`src/rtl/dm_pkg.sv`:
```
// Shared definitions for the byte-enabled data memory: size encodings, FSM states
// and the byte-enable helper.
package dm_pkg;

    localparam logic [1:0] DM_BYTE = 2'b00;
    localparam logic [1:0] DM_HALF = 2'b01;
    localparam logic [1:0] DM_WORD = 2'b10;
    localparam logic [1:0] DM_RSVD = 2'b11;

    // Widest lane count the helper supports (D_SIZE below 512 bits).
    localparam int DM_MAX_LANES = 64;

    typedef enum logic {
        DM_CLEAR = 1'b0,
        DM_IDLE  = 1'b1
    } dm_state_e;

    function automatic logic [DM_MAX_LANES-1:0] dm_byte_en(input logic [1:0] size,
                                                            input logic [5:0] off);
        logic [DM_MAX_LANES-1:0] mask;
        case (size)
            DM_BYTE: mask = DM_MAX_LANES'(4'b0001);
            DM_HALF: mask = DM_MAX_LANES'(4'b0011);
            DM_WORD: mask = DM_MAX_LANES'(4'b1111);
            default: mask = '0;
        endcase
        return mask << off;
    endfunction

endpackage

```
`src/rtl/dm_load_align.sv`:
```
// Shifts the addressed bytes of a raw memory word down to bit 0 and sign- or
// zero-extends them to the full data width.
module dm_load_align
    import dm_pkg::*;
#(
    parameter int D_SIZE = 32,
    parameter int OFF_W  = 2
) (
    input  logic [D_SIZE-1:0] raw,
    input  logic [OFF_W-1:0]  off,
    input  logic [1:0]        size,
    input  logic              is_unsigned,
    output logic [D_SIZE-1:0] ext
);

    logic [D_SIZE-1:0] shifted;
    logic signed [7:0]  byte_s;
    logic signed [15:0] half_s;
    logic signed [31:0] word_s;

    assign shifted = raw >> {off, 3'b000};
    assign byte_s  = shifted[7:0];
    assign half_s  = shifted[15:0];
    assign word_s  = shifted[31:0];

    always_comb begin
        ext = shifted;
        case (size)
            DM_BYTE: ext = is_unsigned ? D_SIZE'(shifted[7:0])  : D_SIZE'(byte_s);
            DM_HALF: ext = is_unsigned ? D_SIZE'(shifted[15:0]) : D_SIZE'(half_s);
            DM_WORD: ext = is_unsigned ? D_SIZE'(shifted[31:0]) : D_SIZE'(word_s);
            default: ext = shifted;
        endcase
    end

endmodule

```
`src/rtl/data_memory_be.sv`:
```
// MEM-stage data memory: byte/half/word stores with byte enables, registered
// extended loads, misalignment flagging and an optional post-reset zero-fill.
module data_memory_be
    import dm_pkg::*;
#(
    parameter int D_SIZE     = 32,
    parameter int AD_SIZE    = 32,
    parameter int DEPTH      = 32,
    parameter bit INIT_CLEAR = 1'b1
) (
    input  logic               clk,
    input  logic               rst,
    input  logic               dm_memread,
    input  logic               dm_mem_write,
    input  logic [1:0]         dm_size,
    input  logic               dm_unsigned,
    input  logic [AD_SIZE-1:0] mem_address,
    input  logic [D_SIZE-1:0]  dm_data_input,
    output logic [D_SIZE-1:0]  dm_Memory_out_Data,
    output logic               dm_out_valid,
    output logic               dm_misaligned,
    output logic               dm_busy
);

    localparam int LANES = D_SIZE / 8;
    localparam int OFF_W = $clog2(LANES);
    localparam int IDX_W = $clog2(DEPTH);

    logic [D_SIZE-1:0] mem_array [DEPTH];

    dm_state_e          state_q, state_d;
    logic [IDX_W-1:0]   cnt_q, cnt_d;
    logic [D_SIZE-1:0]  out_data_q, out_data_d;
    logic               out_valid_q, out_valid_d;
    logic               misaligned_q, misaligned_d;

    logic [OFF_W-1:0]   off;
    logic [IDX_W-1:0]   idx;
    logic               misal;
    logic [LANES-1:0]   be;
    logic [DM_MAX_LANES-LANES-1:0] unused_be_hi;
    logic               unused_addr_hi;
    logic [D_SIZE-1:0]  load_ext;

    logic               we;
    logic [IDX_W-1:0]   w_idx;
    logic [LANES-1:0]   w_be;
    logic [D_SIZE-1:0]  w_data;

    assign off            = mem_address[OFF_W-1:0];
    assign idx            = mem_address[OFF_W+IDX_W-1:OFF_W];
    assign unused_addr_hi = ^mem_address[AD_SIZE-1:OFF_W+IDX_W];
    assign {unused_be_hi, be} = dm_byte_en(dm_size, 6'(off));

    always_comb begin
        case (dm_size)
            DM_BYTE: misal = 1'b0;
            DM_HALF: misal = off[0];
            DM_WORD: misal = |off;
            default: misal = 1'b1;
        endcase
    end

    dm_load_align #(
        .D_SIZE (D_SIZE),
        .OFF_W  (OFF_W)
    ) u_load_align (
        .raw         (mem_array[idx]),
        .off         (off),
        .size        (dm_size),
        .is_unsigned (dm_unsigned),
        .ext         (load_ext)
    );

    always_comb begin
        state_d      = state_q;
        cnt_d        = cnt_q;
        out_data_d   = out_data_q;
        out_valid_d  = 1'b0;
        misaligned_d = 1'b0;
        we           = 1'b0;
        w_idx        = idx;
        w_be         = be;
        w_data       = dm_data_input << {off, 3'b000};

        if (state_q == DM_CLEAR) begin
            // Requests are dropped entirely while the fill owns the write port.
            we     = 1'b1;
            w_idx  = cnt_q;
            w_be   = '1;
            w_data = '0;
            cnt_d  = cnt_q + 1'b1;
            if (cnt_q == IDX_W'(DEPTH - 1)) begin
                state_d = DM_IDLE;
            end
        end else if (dm_memread || dm_mem_write) begin
            if (misal) begin
                misaligned_d = 1'b1;
            end else if (dm_memread) begin
                out_data_d  = load_ext;
                out_valid_d = 1'b1;
            end else begin
                we = 1'b1;
            end
        end
    end

    always_ff @(posedge clk or negedge rst) begin
        if (!rst) begin
            state_q      <= INIT_CLEAR ? DM_CLEAR : DM_IDLE;
            cnt_q        <= '0;
            out_data_q   <= '0;
            out_valid_q  <= 1'b0;
            misaligned_q <= 1'b0;
        end else begin
            state_q      <= state_d;
            cnt_q        <= cnt_d;
            out_data_q   <= out_data_d;
            out_valid_q  <= out_valid_d;
            misaligned_q <= misaligned_d;
        end
    end

    always_ff @(posedge clk) begin
        if (we) begin
            for (int l = 0; l < LANES; l++) begin
                if (w_be[l]) begin
                    mem_array[w_idx][l*8 +: 8] <= w_data[l*8 +: 8];
                end
            end
        end
    end

    assign dm_Memory_out_Data = out_data_q;
    assign dm_out_valid       = out_valid_q;
    assign dm_misaligned      = misaligned_q;
    assign dm_busy            = (state_q == DM_CLEAR);

endmodule

```
`config.mk`:
```
export PLATFORM = sky130hd
export DESIGN_NAME = data_memory_be
export DESIGN_NICKNAME = d
export VERILOG_FILES = /design/src/rtl/dm_pkg.sv /design/src/rtl/dm_load_align.sv /design/src/rtl/data_memory_be.sv
export SDC_FILE = /design/constraint.sdc
export NUM_CORES = 1
export LEC_CHECK = 0
export ABC_AREA = 1
export BUFFER_PORTS_ARGS = -buffer_cell sky130_fd_sc_hd__buf_4
export CAP_MARGIN = 20
export CORE_ASPECT_RATIO = 1.25
export CORE_MARGIN = 4
export CORE_UTILIZATION = 25
export DETAILED_ROUTE_END_ITERATION = 6
export PLACE_DENSITY = 0.39
export SLEW_MARGIN = 20
export SYNTH_ARGS = -nofsm -noshare
export SYNTH_HDL_FRONTEND = slang
export SYNTH_HIERARCHICAL = 1
export SYNTH_SLANG_ARGS = --single-unit
```
`constraint.sdc`:
```
create_clock -name clk -period 4.85 [get_ports clk]
set_input_delay 0.2425 -clock clk [delete_from_list [all_inputs] [get_ports clk]]
set_output_delay 0.2425 -clock clk [all_outputs]
set_load 0.05 [all_outputs]
```
; ---- Word-level counts from Yosys, hierarchy flattened
; Memories as Yosys holds them, arrays and structs flattened.
; Index checks and enable logic that the tools add are counted.
[totals]
n_memories = 1
wordCells = 52
ram_bits = 1024
inputBits = 71
regBits = 40
[mem_list]
columns = name, depth, word_bits, rd, rd_clocked_by_memory_dff, write_ports, line
row1 = mem_array, 32, 32, 1, 0, 1, data_memory_be.sv:29  ; logic [D_SIZE-1:0] mem_array [DEPTH];
[classes]
n_reduce_logical = 4
mux = 33
n_shift = 3
bitwise_logic = 2
addsub = 1
n_eq_ne = 3
[ops]
columns = op, count
row1 = 32-bit 2-to-1 mux, 3
row2 = 32-bit one-hot mux with 2 select lines, 1
row3 = 64-bit by 2-bit << shifter with 4-bit output, 1
row4 = 32-bit by 5-bit << shifter with 32-bit output, 1
row5 = 32-bit by 5-bit right shift with 32-bit output, 1
row6 = 1-bit 2-to-1 mux, 25
row7 = 4-bit one-hot mux with 3 select lines, 1
row8 = "5-bit by 1-bit adder with 5-bit output, second input constant", 1
row9 = "5-bit == test, second input constant", 1
row10 = 5-bit 2-to-1 mux, 1
row11 = 4-bit 2-to-1 mux, 1
row12 = 4-bit AND reduction, 1
row13 = 1-bit one-hot mux with 3 select lines, 1
row14 = "2-bit by 1-bit == test with 1-bit output, second input constant", 1
row15 = "2-bit == test, second input constant", 1
row16 = 2-bit zero test, 1
row17 = 1-bit NOT, 2
row18 = 2-bit OR reduction, 1
row19 = 1-bit logical OR, 1

; ---- Longest topological paths before layout
[depth]
depth_word = 7
ltp_mapped = 21
ltp_nobuf = 17

; ---- Hierarchy
; Netlist, hierarchy kept.
[modules_own_cells]
columns = module, cells_each, instances, area_per_inst_um2
row1 = data_memory_be, 3961, 1, 44058.5
row2 = dm_load_align, 173, 1, 894.6

; ---- Worst setup path before layout
; No wires, ideal clock.
[synth_path]
path_type = flip-flop to flip-flop
from = register state_q
to = memory mem_array[0][20], data pin
setup_slack_ns = 2.497
path_stages_with_launch = 6
setup_time_ns = 0.380
n_path_buf = 1
t_arrival_ns = 1.973
synth_period_minus_slack_ns = 2.353
t_required_ns = 4.470
path_cell_list = dfrtp_1 > inv_2 > nor2_4 > clkinv_1 > clkbuf_1 > o22ai_1
[synth_via]
elab_chain_len = 1
[synth_rtl]
columns = element, line
row1 = from (decl), data_memory_be.sv:31  ; dm_state_e state_q, state_d;
row2 = from (signal assigned), data_memory_be.sv:110  ; state_q <= INIT_CLEAR ? DM_CLEAR : DM_IDLE;
row3 = from (signal assigned), data_memory_be.sv:116  ; state_q <= state_d;
row4 = 32-bit 2-to-1 mux, data_memory_be.sv:86  ; if (state_q == DM_CLEAR) begin
row5 = via w_data[20], data_memory_be.sv:48  ; logic [D_SIZE-1:0] w_data;
row6 = to (decl), data_memory_be.sv:29
; The timed path passes the listed nets, and every way through them passes these cells.

; ---- Worst setup path in the final report
[layout_path]
from = register state_q
to = memory mem_array[16][17], enable pin
[layout_via]
elab_chain_len = 4
word_cells_on_any_way = 6
cone_classes = mux: 6
[layout_rtl]
columns = element, line
row1 = 4-bit 2-to-1 mux, data_memory_be.sv:86
row2 = 1-bit 2-to-1 mux, data_memory_be.sv:127  ; if (w_be[l]) begin
row3 = 1-bit 2-to-1 mux, data_memory_be.sv:125  ; if (we) begin
row4 = 1-bit 2-to-1 mux (implied by the code), data_memory_be.sv:128  ; mem_array[w_idx][l*8 +: 8] <= w_data[l*8 +: 8];
; Several ways; a longest one is shown, not always the timed one.

==> metrics.txt <==
CTS tree yes; Ys Warns 6; Comb pwr share 0.086; ys async rst share 0.0376; CP dominant cell by count nand2_1; Leak 19.5 nW; clock sink count 1064; min cycle time layout 3600 ps; Syn Area/Cell 10.9 um^2; initial antenna violation count 6; fill cell total of the finished layout approximately 19000; Max transition margin 0.232; CORE AREA 178000 um^2; initial cell density of the core 0.252; commonest non-fill, non-tap cells in the layout 1627 x nand2_1, 1024 x edfxtp_1, 793 x nand3_1, 187 x buf_4, 156 x nor2_1; Post-layout nets 4264; critical path data arrival time 3920 ps; postcts setup bufs 0; total wire length 147000 um; first-pass GRT wire length between 200000 and 250000 um; critical path peak fanout 15; Routed wire per std cell 22.2 um; sequential fraction of design power 0.499; Distinct cells, synth 37; hold buffer count at CTS 4; Setup CP Type reg -> reg; I/O Buffers 80; Psw 5.00 mW; clock power share 0.416; Fin Hold WS 86.9 ps; crit start category register; die width a little under 400 um; Routed Antenna Nets 0; sequential share of the synthesized area 0.706; vias in the first global route 29500; vias about 30000; worst path cell trace inv_2, nand2_1, o21ai_4, nor2_2, nand2_1, nor2_1; worst r2r src state_q; status finished clean; Layout area overhead 16.1%; worst skew pair latency 730 ps; critical path depth in cells 6; I/O pin count 106; All-Layer GR Usage 0.155; Max clock buf depth 3; total negative slack 0 ps; #FFs+latches synth 1064; clk slew on worst S/H paths 70 ps; final setup skew about 40 ps; most common cell after layout, fill and taps aside nand2_1; largest net degree at the start of global routing 183; Post-synth EDFFs ~1000; grt total ovfl 0; Highest Clock Rate 277 MHz; RSZ-0062 raised after global routing false; HPWL Detailed between 90000 and 100000 um; layout cells sized above 1 0.101; Power Density 392 nW/um^2; flop2flop setup slack 1250 ps; CP peak stage delay 930 ps; Crit-path slowest cell nor2_1; Most used DFF post-synth edfxtp_1; DRC violations left 0; Cells after Synth 4134; vias per inst 4.49; internal power 15.5 mW; Sw Ratio 0.244; GPL Wtd Cong about 0.78; max-cap violation count 0; measured slew at the worst slew-check pin 1150 ps; worst endpoint required time 5170 ps; worst reg2reg endpoint mem_array[16][17]; Final setup viols 0; PostCTS Resize Cnt 0; worst setup path startpoint state_q; CTS Buf Count 108; drt pass-1 iters 5; CP Buf/Inv Count 1; Final Max Tran Viols 0; CP endpoint mem_array[16][17]; critical path capture point type register; DRT iter0 DRCs 2074; Final Cycle Share 0.743; total die area 187000 um^2; CTS H-tree depth 3; Row Count 173; Mapped Nets 4211; CP top delay family simple AND/OR/NAND/NOR gates; mapped cell area 45000 um^2; Peak VDD IR 0.000254 V; clk root buf clkbuf_16; Die Ht 482 um; final hold violation count 0; min-delay worst type in -> async; FF-to-FF path depth 6
how the worst min path moves through the flow:
stage | startpoint | endpoint | cells after the start
final | rst | dm_Memory_out_Data[10] | 2
after global routing | rst | dm_Memory_out_Data[9] | 2
after CTS | rst | dm_misaligned | 2
after detailed placement | rst | dm_Memory_out_Data[10] | 1
after global placement | rst | dm_Memory_out_Data[10] | 1
after floorplan | rst | cnt_q[0] | 0
cells in the mapped netlist (7+ instances only):
cell      number  area, um^2
a21oi_1       14        70.1
buf_1         19        71.3
buf_2        150         751
clkbuf_1      84         315
dfrtp_1       40        1000
edfxtp_1    1024       30700
inv_1         62         233
inv_2          7        26.3
nand2_1     1628        6110
nand3_1      793        3970
nand3_2       14         140
nor2_1       172         646
o21ai_0       65         325
o22ai_1       16         100
stage by stage:
| stage | power (mW) | setup WS, ps | cells | cell area (um^2) | utilization |
|---|---|---|---|---|---|
| finish | 20.5 | 1250 | 6640 | 52200 | 0.293 |
| global route | 21.2 | 1170 | 6639 | 52200 | 0.293 |
| CTS | 20.8 | 1300 | 6638 | 52200 | 0.293 |
| detailed placement | 12.2 | 1260 | 6435 | 48600 | 0.273 |
| global placement | 12.2 | 1270 | 6435 | 48600 | 0.273 |
| floorplan | 11.4 | 2500 | 4134 | 45000 | - |
cell type report:
| cell class | count | area (um^2) | area share |
|---|---|---|---|
| diodes | 2 | 5.00 | 0.0000959 |
| clock inverters | 57 | 634 | 0.0122 |
| clock buffers | 142 | 2900 | 0.0556 |
| well taps | 2362 | 2960 | 0.0566 |
| flip-flops and latches | 1064 | 31800 | 0.608 |
| multi-input cells | 2736 | 11900 | 0.229 |
| repair buffers | 206 | 1730 | 0.0332 |
| inverters | 71 | 284 | 0.00544 |
state kept, by name (all words and copies together) (netlist names):
| register | cells |
|---|---|
| dm_misaligned | 1 |
| mem_array | 1024 |
| dm_out_valid | 1 |
| state_q | 1 |
| dm_Memory_out_Data | 32 |
| cnt_q | 5 |
kinds of logic (layout without fill, tap and decap cells):
family                   count (synthesis)  count (layout)  synth area share
AND/OR/NAND/NOR                       2621            2621             0.245
flip-flops                            1064            1064             0.706
buffers and inverters                  334             476            0.0335
AO/OA/AOI/OAI                          105             105            0.0131
adder cells (fa/ha/maj)                  6               6           0.00167
XOR/XNOR                                 3               3          0.000585
multiplexers                             1               1          0.000223
other                                    0               2                 0
layer usage:
metal,share of wire,vias up,GRT usage
met5,0,-,0
met4,0.027,0,0.0469
met3,0.037,159,0.0159
met2,0.52,587,0.282
met1,0.42,14700,0.193
li1,-,14300,-
power groups by stage:
stage                     clock network [mW]  registers (mW)  logic [mW]
final                                   8.51            10.2        1.76
after global routing                    9.10            10.2        1.92
after CTS                               8.78            10.2        1.80
after detailed placement                   0            10.4        1.80
after global placement                     0            10.4        1.79
after floorplan                            0            10.6       0.833
Note: power is estimated with default switching activity, not from simulation.
